`config.mk`:
```
export PLATFORM = sky130hd
export DESIGN_NAME = linebuffer_ctrl_flat
export DESIGN_NICKNAME = d
export VERILOG_FILES = /design/src/rtl/linebuffer_pkg.sv /design/src/rtl/linebuffer_if.sv /design/src/rtl/linebuffer_wmux.sv /design/src/rtl/linebuffer_ctrl.sv /design/src/flat_wrapper.sv
export SDC_FILE = /design/constraint.sdc
export NUM_CORES = 1
export LEC_CHECK = 0
export CORE_MARGIN = 5
export CORE_UTILIZATION = 44
export CTS_BUF_LIST = sky130_fd_sc_hd__clkbuf_8
export DETAILED_ROUTE_END_ITERATION = 7
export PLACE_DENSITY = 0.92
export SYNTH_ARGS = -nofsm -noshare
export SYNTH_HDL_FRONTEND = slang
export SYNTH_SLANG_ARGS = --single-unit
export TNS_END_PERCENT = 50
```
`constraint.sdc`:
```
create_clock -name clk_draw -period 4.7 [get_ports clk_draw]
set_input_delay 1.41 -clock clk_draw [delete_from_list [all_inputs] [get_ports clk_draw]]
set_output_delay 1.41 -clock clk_draw [all_outputs]
set_load 0.03 [all_outputs]
```
`src/rtl/linebuffer_pkg.sv`:
```
// Shared definitions for the line buffer draw-side controller.
//   LANES/LANE_W/WORD_W : 8 lanes of 9-bit pixels packed into one 72-bit word
//   BANK_AW             : word address width within one 256-word bank
//   lb_state_t          : draw sequencer states
//   lane_slice()        : extract one lane's pixel from a packed word
package linebuffer_pkg;

    localparam int unsigned LANES   = 8;
    localparam int unsigned LANE_W  = 9;
    localparam int unsigned WORD_W  = LANES * LANE_W;
    localparam int unsigned BANK_AW = 8;

    typedef enum logic [1:0] {
        IDLE,
        CLEAR,
        DRAW,
        DONE
    } lb_state_t;

    function automatic logic [LANE_W-1:0] lane_slice(input logic [WORD_W-1:0] word,
                                                     input int unsigned       lane);
        return word[lane*LANE_W +: LANE_W];
    endfunction

endpackage

```
`src/rtl/linebuffer_if.sv`:
```
// Sprite drawer to controller beat bus.
//   draw_valid  : beat valid (master -> slave)
//   draw_ready  : controller accepts beat (slave -> master)
//   draw_addr   : word index within the back bank
//   draw_we     : per-lane write enables
//   draw_colour : 8 lanes x 9-bit pixel data
//   draw_done   : 1-cycle pulse, drawer finished this line
interface linebuffer_if;
    import linebuffer_pkg::*;

    logic                draw_valid;
    logic                draw_ready;
    logic [BANK_AW-1:0]  draw_addr;
    logic [LANES-1:0]    draw_we;
    logic [WORD_W-1:0]   draw_colour;
    logic                draw_done;

    modport master (
        output draw_valid,
        output draw_addr,
        output draw_we,
        output draw_colour,
        output draw_done,
        input  draw_ready
    );

    modport slave (
        input  draw_valid,
        input  draw_addr,
        input  draw_we,
        input  draw_colour,
        input  draw_done,
        output draw_ready
    );

endinterface

```
`src/rtl/linebuffer_wmux.sv`:
```
// Registered 2:1 write mux in front of the line buffer write port.
// Clear writes fill all lanes with CLEAR_COLOUR; draw writes pass the drawer's beat.
// Optional feature macro: LINEBUFFER_TRANSPARENCY_EN -- when defined, draw lanes whose
// pixel is 9'h000 are not written. Clear writes are never masked.
//   clk_draw, rst_draw_n : clock, synchronous active-low reset
//   clear_en, clear_addr : issue one clear write at {bank, word}
//   draw_en, draw_addr   : issue one draw write at {bank, word}
//   draw_we, draw_colour : lane enables and data for the draw write
//   bram_addr/we/colour  : registered write port, we=0 when nothing was issued
module linebuffer_wmux
    import linebuffer_pkg::*;
#(
    parameter logic [LANE_W-1:0] CLEAR_COLOUR = 9'h000
) (
    input  logic               clk_draw,
    input  logic               rst_draw_n,
    input  logic               clear_en,
    input  logic [BANK_AW:0]   clear_addr,
    input  logic               draw_en,
    input  logic [BANK_AW:0]   draw_addr,
    input  logic [LANES-1:0]   draw_we,
    input  logic [WORD_W-1:0]  draw_colour,
    output logic [BANK_AW:0]   bram_addr,
    output logic [LANES-1:0]   bram_we,
    output logic [WORD_W-1:0]  bram_colour
);

    logic [BANK_AW:0]  addr_q;
    logic [LANES-1:0]  we_q;
    logic [WORD_W-1:0] colour_q;
    logic [LANES-1:0]  lane_we;

    always_comb begin
        lane_we = draw_we;
`ifdef LINEBUFFER_TRANSPARENCY_EN
        // Colour 0 is transparent: leave the underlying pixel untouched.
        for (int i = 0; i < LANES; i++) begin
            lane_we[i] = draw_we[i] && (lane_slice(draw_colour, i) != '0);
        end
`endif
    end

    // Address and data hold their last value when idle; only the enables drop.
    always_ff @(posedge clk_draw) begin
        if (!rst_draw_n) begin
            addr_q   <= '0;
            we_q     <= '0;
            colour_q <= '0;
        end else if (clear_en) begin
            addr_q   <= clear_addr;
            we_q     <= '1;
            colour_q <= {LANES{CLEAR_COLOUR}};
        end else if (draw_en) begin
            addr_q   <= draw_addr;
            we_q     <= lane_we;
            colour_q <= draw_colour;
        end else begin
            we_q     <= '0;
        end
    end

    assign bram_addr   = addr_q;
    assign bram_we     = we_q;
    assign bram_colour = colour_q;

endmodule

```
`src/rtl/linebuffer_ctrl.sv`:
```
// Draw-side sequencer for the 512x72 ping-pong line buffer. The front bank (pix_bank) is
// scanned out; the back bank is cleared then drawn. Owns the buffer write port and shares
// it between the clear engine and the sprite drawer.
// Optional feature macro: LINEBUFFER_TRANSPARENCY_EN (see linebuffer_wmux).
//   clk_draw, rst_draw_n  : clock, synchronous active-low reset
//   line_start            : 1-cycle pulse, new scanline
//   draw                  : drawer beat bus (slave side)
//   bram_addr/we/colour   : line buffer write port
//   pix_bank              : current front bank
//   line_busy             : high in CLEAR or DRAW
//   overrun, overrun_clr  : sticky late-line flag and its clear
module linebuffer_ctrl
    import linebuffer_pkg::*;
#(
    parameter int unsigned       WORDS_PER_LINE = 256,
    parameter logic [LANE_W-1:0] CLEAR_COLOUR   = 9'h000
) (
    input  logic               clk_draw,
    input  logic               rst_draw_n,
    input  logic               line_start,
    linebuffer_if.slave        draw,
    output logic [BANK_AW:0]   bram_addr,
    output logic [LANES-1:0]   bram_we,
    output logic [WORD_W-1:0]  bram_colour,
    output logic               pix_bank,
    output logic               line_busy,
    output logic               overrun,
    input  logic               overrun_clr
);

    localparam logic [BANK_AW-1:0] LAST_WORD = BANK_AW'(WORDS_PER_LINE - 1);

    lb_state_t          state_q, state_d;
    logic [BANK_AW-1:0] cnt_q;
    logic               pix_bank_q;
    logic               overrun_q;
    logic               clear_en;
    logic               draw_ready_c;
    logic               accept;
    logic               in_range;
    logic               back_bank;

    // ---------------- FSM: state register ----------------
    always_ff @(posedge clk_draw) begin
        if (!rst_draw_n) begin
            state_q <= IDLE;
        end else begin
            state_q <= state_d;
        end
    end

    // ---------------- FSM: next state ----------------
    always_comb begin
        state_d = state_q;
        if (line_start) begin
            state_d = CLEAR;
        end else begin
            case (state_q)
                CLEAR:   if (cnt_q == LAST_WORD) state_d = DRAW;
                DRAW:    if (draw.draw_done)     state_d = DONE;
                default: state_d = state_q;
            endcase
        end
    end

    // ---------------- FSM: outputs ----------------
    // A line_start cycle issues nothing: the banks flip on that edge, so any write
    // computed from the old back bank would land in the new front bank.
    always_comb begin
        draw_ready_c = (state_q == DRAW) && !line_start;
        clear_en     = (state_q == CLEAR) && !line_start;
        line_busy    = (state_q == CLEAR) || (state_q == DRAW);
    end

    assign draw.draw_ready = draw_ready_c;
    assign accept          = draw.draw_valid && draw_ready_c;
    assign in_range        = 32'(draw.draw_addr) < WORDS_PER_LINE;
    assign back_bank       = ~pix_bank_q;

    // Clear word counter
    always_ff @(posedge clk_draw) begin
        if (!rst_draw_n) begin
            cnt_q <= '0;
        end else if (line_start) begin
            cnt_q <= '0;
        end else if (state_q == CLEAR) begin
            cnt_q <= cnt_q + 1'b1;
        end
    end

    // Bank flip and overrun flag; a late line_start beats overrun_clr.
    always_ff @(posedge clk_draw) begin
        if (!rst_draw_n) begin
            pix_bank_q <= 1'b0;
            overrun_q  <= 1'b0;
        end else begin
            if (line_start) begin
                pix_bank_q <= ~pix_bank_q;
            end
            if (line_start && ((state_q == CLEAR) || (state_q == DRAW))) begin
                overrun_q <= 1'b1;
            end else if (overrun_clr) begin
                overrun_q <= 1'b0;
            end
        end
    end

    assign pix_bank = pix_bank_q;
    assign overrun  = overrun_q;

    // Out-of-range beats are accepted but write no lanes.
    linebuffer_wmux #(
        .CLEAR_COLOUR (CLEAR_COLOUR)
    ) u_wmux (
        .clk_draw    (clk_draw),
        .rst_draw_n  (rst_draw_n),
        .clear_en    (clear_en),
        .clear_addr  ({back_bank, cnt_q}),
        .draw_en     (accept),
        .draw_addr   ({back_bank, draw.draw_addr}),
        .draw_we     (in_range ? draw.draw_we : '0),
        .draw_colour (draw.draw_colour),
        .bram_addr   (bram_addr),
        .bram_we     (bram_we),
        .bram_colour (bram_colour)
    );

endmodule

```
`src/flat_wrapper.sv`:
```
// flat-port wrapper written by rule: the top's interface ports become plain ports
module linebuffer_ctrl_flat import linebuffer_pkg::*;
#(
    parameter int unsigned       WORDS_PER_LINE = 256,
    parameter logic [LANE_W-1:0] CLEAR_COLOUR   = 9'h000
)
  (clk_draw, rst_draw_n, line_start, bram_addr, bram_we, bram_colour, pix_bank, line_busy, overrun, overrun_clr, draw_draw_valid, draw_draw_addr, draw_draw_we, draw_draw_colour, draw_draw_done, draw_draw_ready);
  linebuffer_if draw_i ();
  input  logic clk_draw;
  input  logic rst_draw_n;
  input  logic line_start;
  output logic [BANK_AW:0] bram_addr;
  output logic [LANES-1:0] bram_we;
  output logic [WORD_W-1:0] bram_colour;
  output logic pix_bank;
  output logic line_busy;
  output logic overrun;
  input  logic overrun_clr;
  input wire logic [$bits(draw_i.draw_valid)-1:0] draw_draw_valid;
  input wire logic [$bits(draw_i.draw_addr)-1:0] draw_draw_addr;
  input wire logic [$bits(draw_i.draw_we)-1:0] draw_draw_we;
  input wire logic [$bits(draw_i.draw_colour)-1:0] draw_draw_colour;
  input wire logic [$bits(draw_i.draw_done)-1:0] draw_draw_done;
  output wire logic [$bits(draw_i.draw_ready)-1:0] draw_draw_ready;
  assign draw_i.draw_valid = draw_draw_valid;
  assign draw_i.draw_addr = draw_draw_addr;
  assign draw_i.draw_we = draw_draw_we;
  assign draw_i.draw_colour = draw_draw_colour;
  assign draw_i.draw_done = draw_draw_done;
  assign draw_draw_ready = draw_i.draw_ready;
  linebuffer_ctrl #(.WORDS_PER_LINE(WORDS_PER_LINE), .CLEAR_COLOUR(CLEAR_COLOUR)) u_core (.clk_draw(clk_draw), .rst_draw_n(rst_draw_n), .line_start(line_start), .draw(draw_i), .bram_addr(bram_addr), .bram_we(bram_we), .bram_colour(bram_colour), .pix_bank(pix_bank), .line_busy(line_busy), .overrun(overrun), .overrun_clr(overrun_clr));
endmodule
```
Word-level counts from Yosys, hierarchy flattened
Index checks and enable logic that the tools add are counted.

cells by class
  bitwise logic cells = 2
  equality and inequality tests = 7
  multiplexer cells = 10
  reductions and logical operators = 14
  add/subtract/negate cells = 1

operators by type and width
  kind                                                                     number
  9-bit 2-to-1 mux                                                         2
  8-bit 2-to-1 mux                                                         2
  8-bit by 1-bit adder with 8-bit output, second input constant            1
  8-bit equality test, second input constant                               1
  3-bit AND reduction                                                      2
  2-bit nonzero test                                                       3
  1-bit logical AND                                                        4
  2-bit 2-to-1 mux                                                         2
  2-bit case mux with 2 select lines                                       1
  2-bit OR reduction                                                       2
  1-bit 2-to-1 mux                                                         3
  3-bit by 2-bit inequality test with 1-bit output, second input constant  1
  3-bit inequality test, second input constant                             1
  3-bit nonzero test                                                       1
  2-bit by 1-bit equality test with 1-bit output, second input constant    1
  2-bit equality test, second input constant                               1
  2-bit by 1-bit inequality test with 1-bit output, second input constant  1
  2-bit inequality test, second input constant                             1
  1-bit NOT                                                                2
  1-bit zero test                                                          1
  1-bit logical OR                                                         1

storage, ports and cells
  input port bits = 94
  word-level logic and storage cells = 42
  register bits = 101

Longest topological paths before layout
  word-level depth = 5
  gate-level depth with buffers = 9
  depth with buffers taken out = 6

Modules after synthesis
Synthesis repeated with hierarchy kept, for this count alone.

unflattened totals
  cell total of the unflattened synthesis = 361
  area total of the unflattened synthesis = 3,842.4 um^2

by module, submodules not included
  module           area an instance (um^2)  instances  cells each
  linebuffer_wmux  3,289.4                  1          299
  linebuffer_ctrl  553.0                    1          62

Worst setup path after synthesis
Ideal clock, no wire load.

  kind = input to output
  start = input line_start
  end = output draw_draw_ready
  path slack = 1.646 ns
  data required time = 3.290 ns
  stages = 1
  arrival time = 1.644 ns
  path buffers = 0
  cells stage by stage = nor2b_4

on the way
  cells in the longest elaborated chain, start to end = 2

ends and longest elaborated chain
  element            line                   RTL
  from (decl)        flat_wrapper.sv:11     input logic line_start;
  1-bit zero test    linebuffer_ctrl.sv:70  draw_ready_c = (state_q == DRAW) && !line_start;
  1-bit logical AND  linebuffer_ctrl.sv:70
  to (decl)          flat_wrapper.sv:24     output wire logic [$bits(draw_i.draw_ready)-1:0] draw_draw_ready;

No other way between the ends.

Worst setup path in the final report
Same ends and word-level chain as after synthesis.

==> impl_metrics.ini <==
[routing]
via_count = 3668
routed_wl_microns = 11390
viasPerCell = 5.032
avgRoutedWirePerCell_microns = 15.62
antenna_left = 0
drt-initial-drc-count = 123
drtPass1Iterations = 4
drc = 0

[setup_path]
critPathKind = input pin to primary output
critPathLaunch = line_start
critPathMaxFanout = 3
end_kind = primary output
worstPathArrival_ps = 2770
reg2reg_from = u_core.state_q[0]
critical_path_required_ps = 3290
cp-start-kind = input pin

[final_layout]
areaGrowthSynthToFinish_pct = 57.22
diodes = 0
design_area_sq_um = 5817
drive_gt1_share_pct = 5.128
nets = 716

[floorplanning]
ios = 187
die_h_microns = 101.7
start_util_pct = 45.03
die-area_sq_um = 10340
die_x_microns = 101.7
core_region_area_sq_um = 8217
rows = 33

[clock_network]
cts_repair_resize_count = 0
cts_setup_buffers = 0
clk_latency_ps = 360
cts_buffer_depth = 2
clkTransAtPathRegs_ps = 100
cts_sinks = 101
cts_hold_repair.buffers = 0
htreeDepth = 3
cts_tree = built
clockRootBuffer = clkbuf_8
cts_buffers = 9

[yosys]
netlist_area_sq_um = 3700
ys_seq_area_share_pct = 54.65
yosys-top-cells-area = dfxtp_1 (55%), nand2_1 (17%), a21oi_1 (11%)
syn_avg_cell_area_sq_um = 8.240
ys_warn_count = 0
ys_ff_latch = 101
syn-num-nets = 546
ys_types = 31
synth_top_area_share_pct = 54.65
syn_inst = 449
yosysTopAreaCell = dfxtp_1

[global_route]
grt_pass1_wl_microns = 17630
grt.total_usage_pct = 21.53
antenna_found_initial = 0
grt_max_degree = 83
gr-total-overflow = 0
first_global_vias = 3718

[power]
power_density_nw_per_um2 = 285.2
ir_drop_uv = 201.3
power_leakage_nw = 1.956

[timing]
fin_tns_setup_ps = 0
tightestPinTransition_ps = 841.7
max_clock_freq_ghz = 0.2395
setup_viol = 0
slew-limit-headroom_pct = 43.89
drv_slew = 0
skew_ps = 16.83
report.final.hold_viol_count = 0
period_share_pct = 88.84
period_needed_ps = 4175
rsz0062_at_grt = no

[hold_path]
worstHoldStart = u_core.u_wmux.bram_colour[27]
hold_path_class = register to register

[place]
dpl-instance-area_sq_um = 5588
hpwlAfterDp_microns = 8388
globalplace.congestion = 0.7950
io_buffers = 186

[job]
drv_cap = 0

[status]
status = completed
[worst max-delay path, stage by stage]
cell and delay (ps):
clkdlybuf4s50_1 470, nor2b_4 170, clkdlybuf4s50_1 710
[metal layers]
metal | global-route usage (%) | vias to the layer above | routed length (microns)
met4 | 6.339 | 0 | 147
li1 | - | 1791 | -
met3 | 9.229 | 13 | 1259
met2 | 38.48 | 162 | 5714
met1 | 23.03 | 1702 | 4265
met5 | 0 | - | 0
[flip-flops by register name (all words and copies together) (netlist names)]
signal	count
u_core.overrun	1
u_core.u_wmux.bram_we	8
u_core.u_wmux.bram_colour	72
u_core.cnt_q	8
u_core.state_q	2
u_core.u_wmux.bram_addr	9
u_core.pix_bank	1
[cell usage in the layout (no fill, tap or decap)]
master / count
clkdlybuf4s50_1: 186
nand2_1: 170
dfxtp_1: 101
a21oi_1: 84
nor2_1: 18
clkbuf_8: 9
a311oi_2: 8
inv_1: 5
xor2_1: 4
nand3_1: 3
xnor2_1: 3
ha_1: 3
nand2b_1: 2
nand4_1: 2
o21ai_0: 2
inv_6: 2
bufinv_16: 2
buf_12: 2
buf_4: 2
nor2b_4: 1
and2_2: 1
nand2_4: 1
nand2_2: 1
clkinv_1: 1
or3_1: 1
and4_1: 1
mux2i_1: 1
o22ai_1: 1
o41ai_1: 1
and3_1: 1
a22oi_1: 1
a21o_1: 1
clkinvlp_4: 1
inv_8: 1
clkinv_4: 1
[cell usage after synthesis]
cell type	instances
nand2_1	170
or3_1	1
and2_1	1
buf_4	3
nand4_1	2
xor2_1	4
nor2b_4	1
a311oi_2	8
nand2_2	1
nand2b_1	2
a21oi_1	84
mux2i_1	1
a22oi_1	1
buf_6	3
o22ai_1	1
nand2_4	1
nor2_1	18
xnor2_1	3
a21o_1	1
and3_1	1
dfxtp_1	101
and4_1	1
buf_2	9
o41ai_1	1
clkbuf_1	13
clkinv_1	1
buf_1	3
nand3_1	3
inv_1	5
o21ai_0	2
ha_1	3
[stage by stage]
step	utilization (%)	hold slack [ps]	power [mW]	setup slack (ps)	std cells
3_5_place_dp	68.01	445.5	1.055	501.3	713
4_1_cts	70.79	459.5	1.671	505.2	729
3_3_place_gp	68.01	440.4	1.052	517.3	713
2_1_floorplan	-	453.3	0.9456	1646	449
5_1_grt	70.79	470.7	1.724	475.0	729
6_report	70.79	457.8	1.659	524.7	729
[layout make-up]
type	instances	area [sq um]
multi-input cells	311	1495
clock inverters	7	105.1
well taps	105	131.4
clock buffers	9	123.9
inverters	6	22.52
flip-flops and latches	101	2022
repair buffers	190	1917
fillers	640	2400
[kinds of logic (layout without fill, tap and decap cells)]
group | Yosys count | in the layout | share of synthesized area (%)
XOR/XNOR | 7 | 7 | 1.657
flip-flops | 101 | 101 | 54.65
adder cells (fa/ha/maj) | 3 | 3 | 1.015
AND/OR/NAND/NOR | 202 | 202 | 21.74
buffers and inverters | 37 | 212 | 4.971
AO/OA/AOI/OAI | 98 | 98 | 15.69
multiplexers | 1 | 1 | 0.2706
[path summary, 6_finish.rpt]
check,to,slack [ps],cells past startpoint
setup / recovery,draw_draw_ready,520,3
hold / removal,u_core.u_wmux.bram_colour[27],460,2
setup reg to reg,u_core.u_wmux.bram_colour[6],2640,7
hold reg to reg,u_core.u_wmux.bram_colour[27],460,2
[where the power goes]
part / internal, mW / total (mW) / switching (mW)
combinational: 0.0971 / 0.165 / 0.0684
clock: 0.309 / 0.623 / 0.315
sequential: 0.865 / 0.870 / 0.00512
Note: power is estimated with default switching activity, not from simulation.
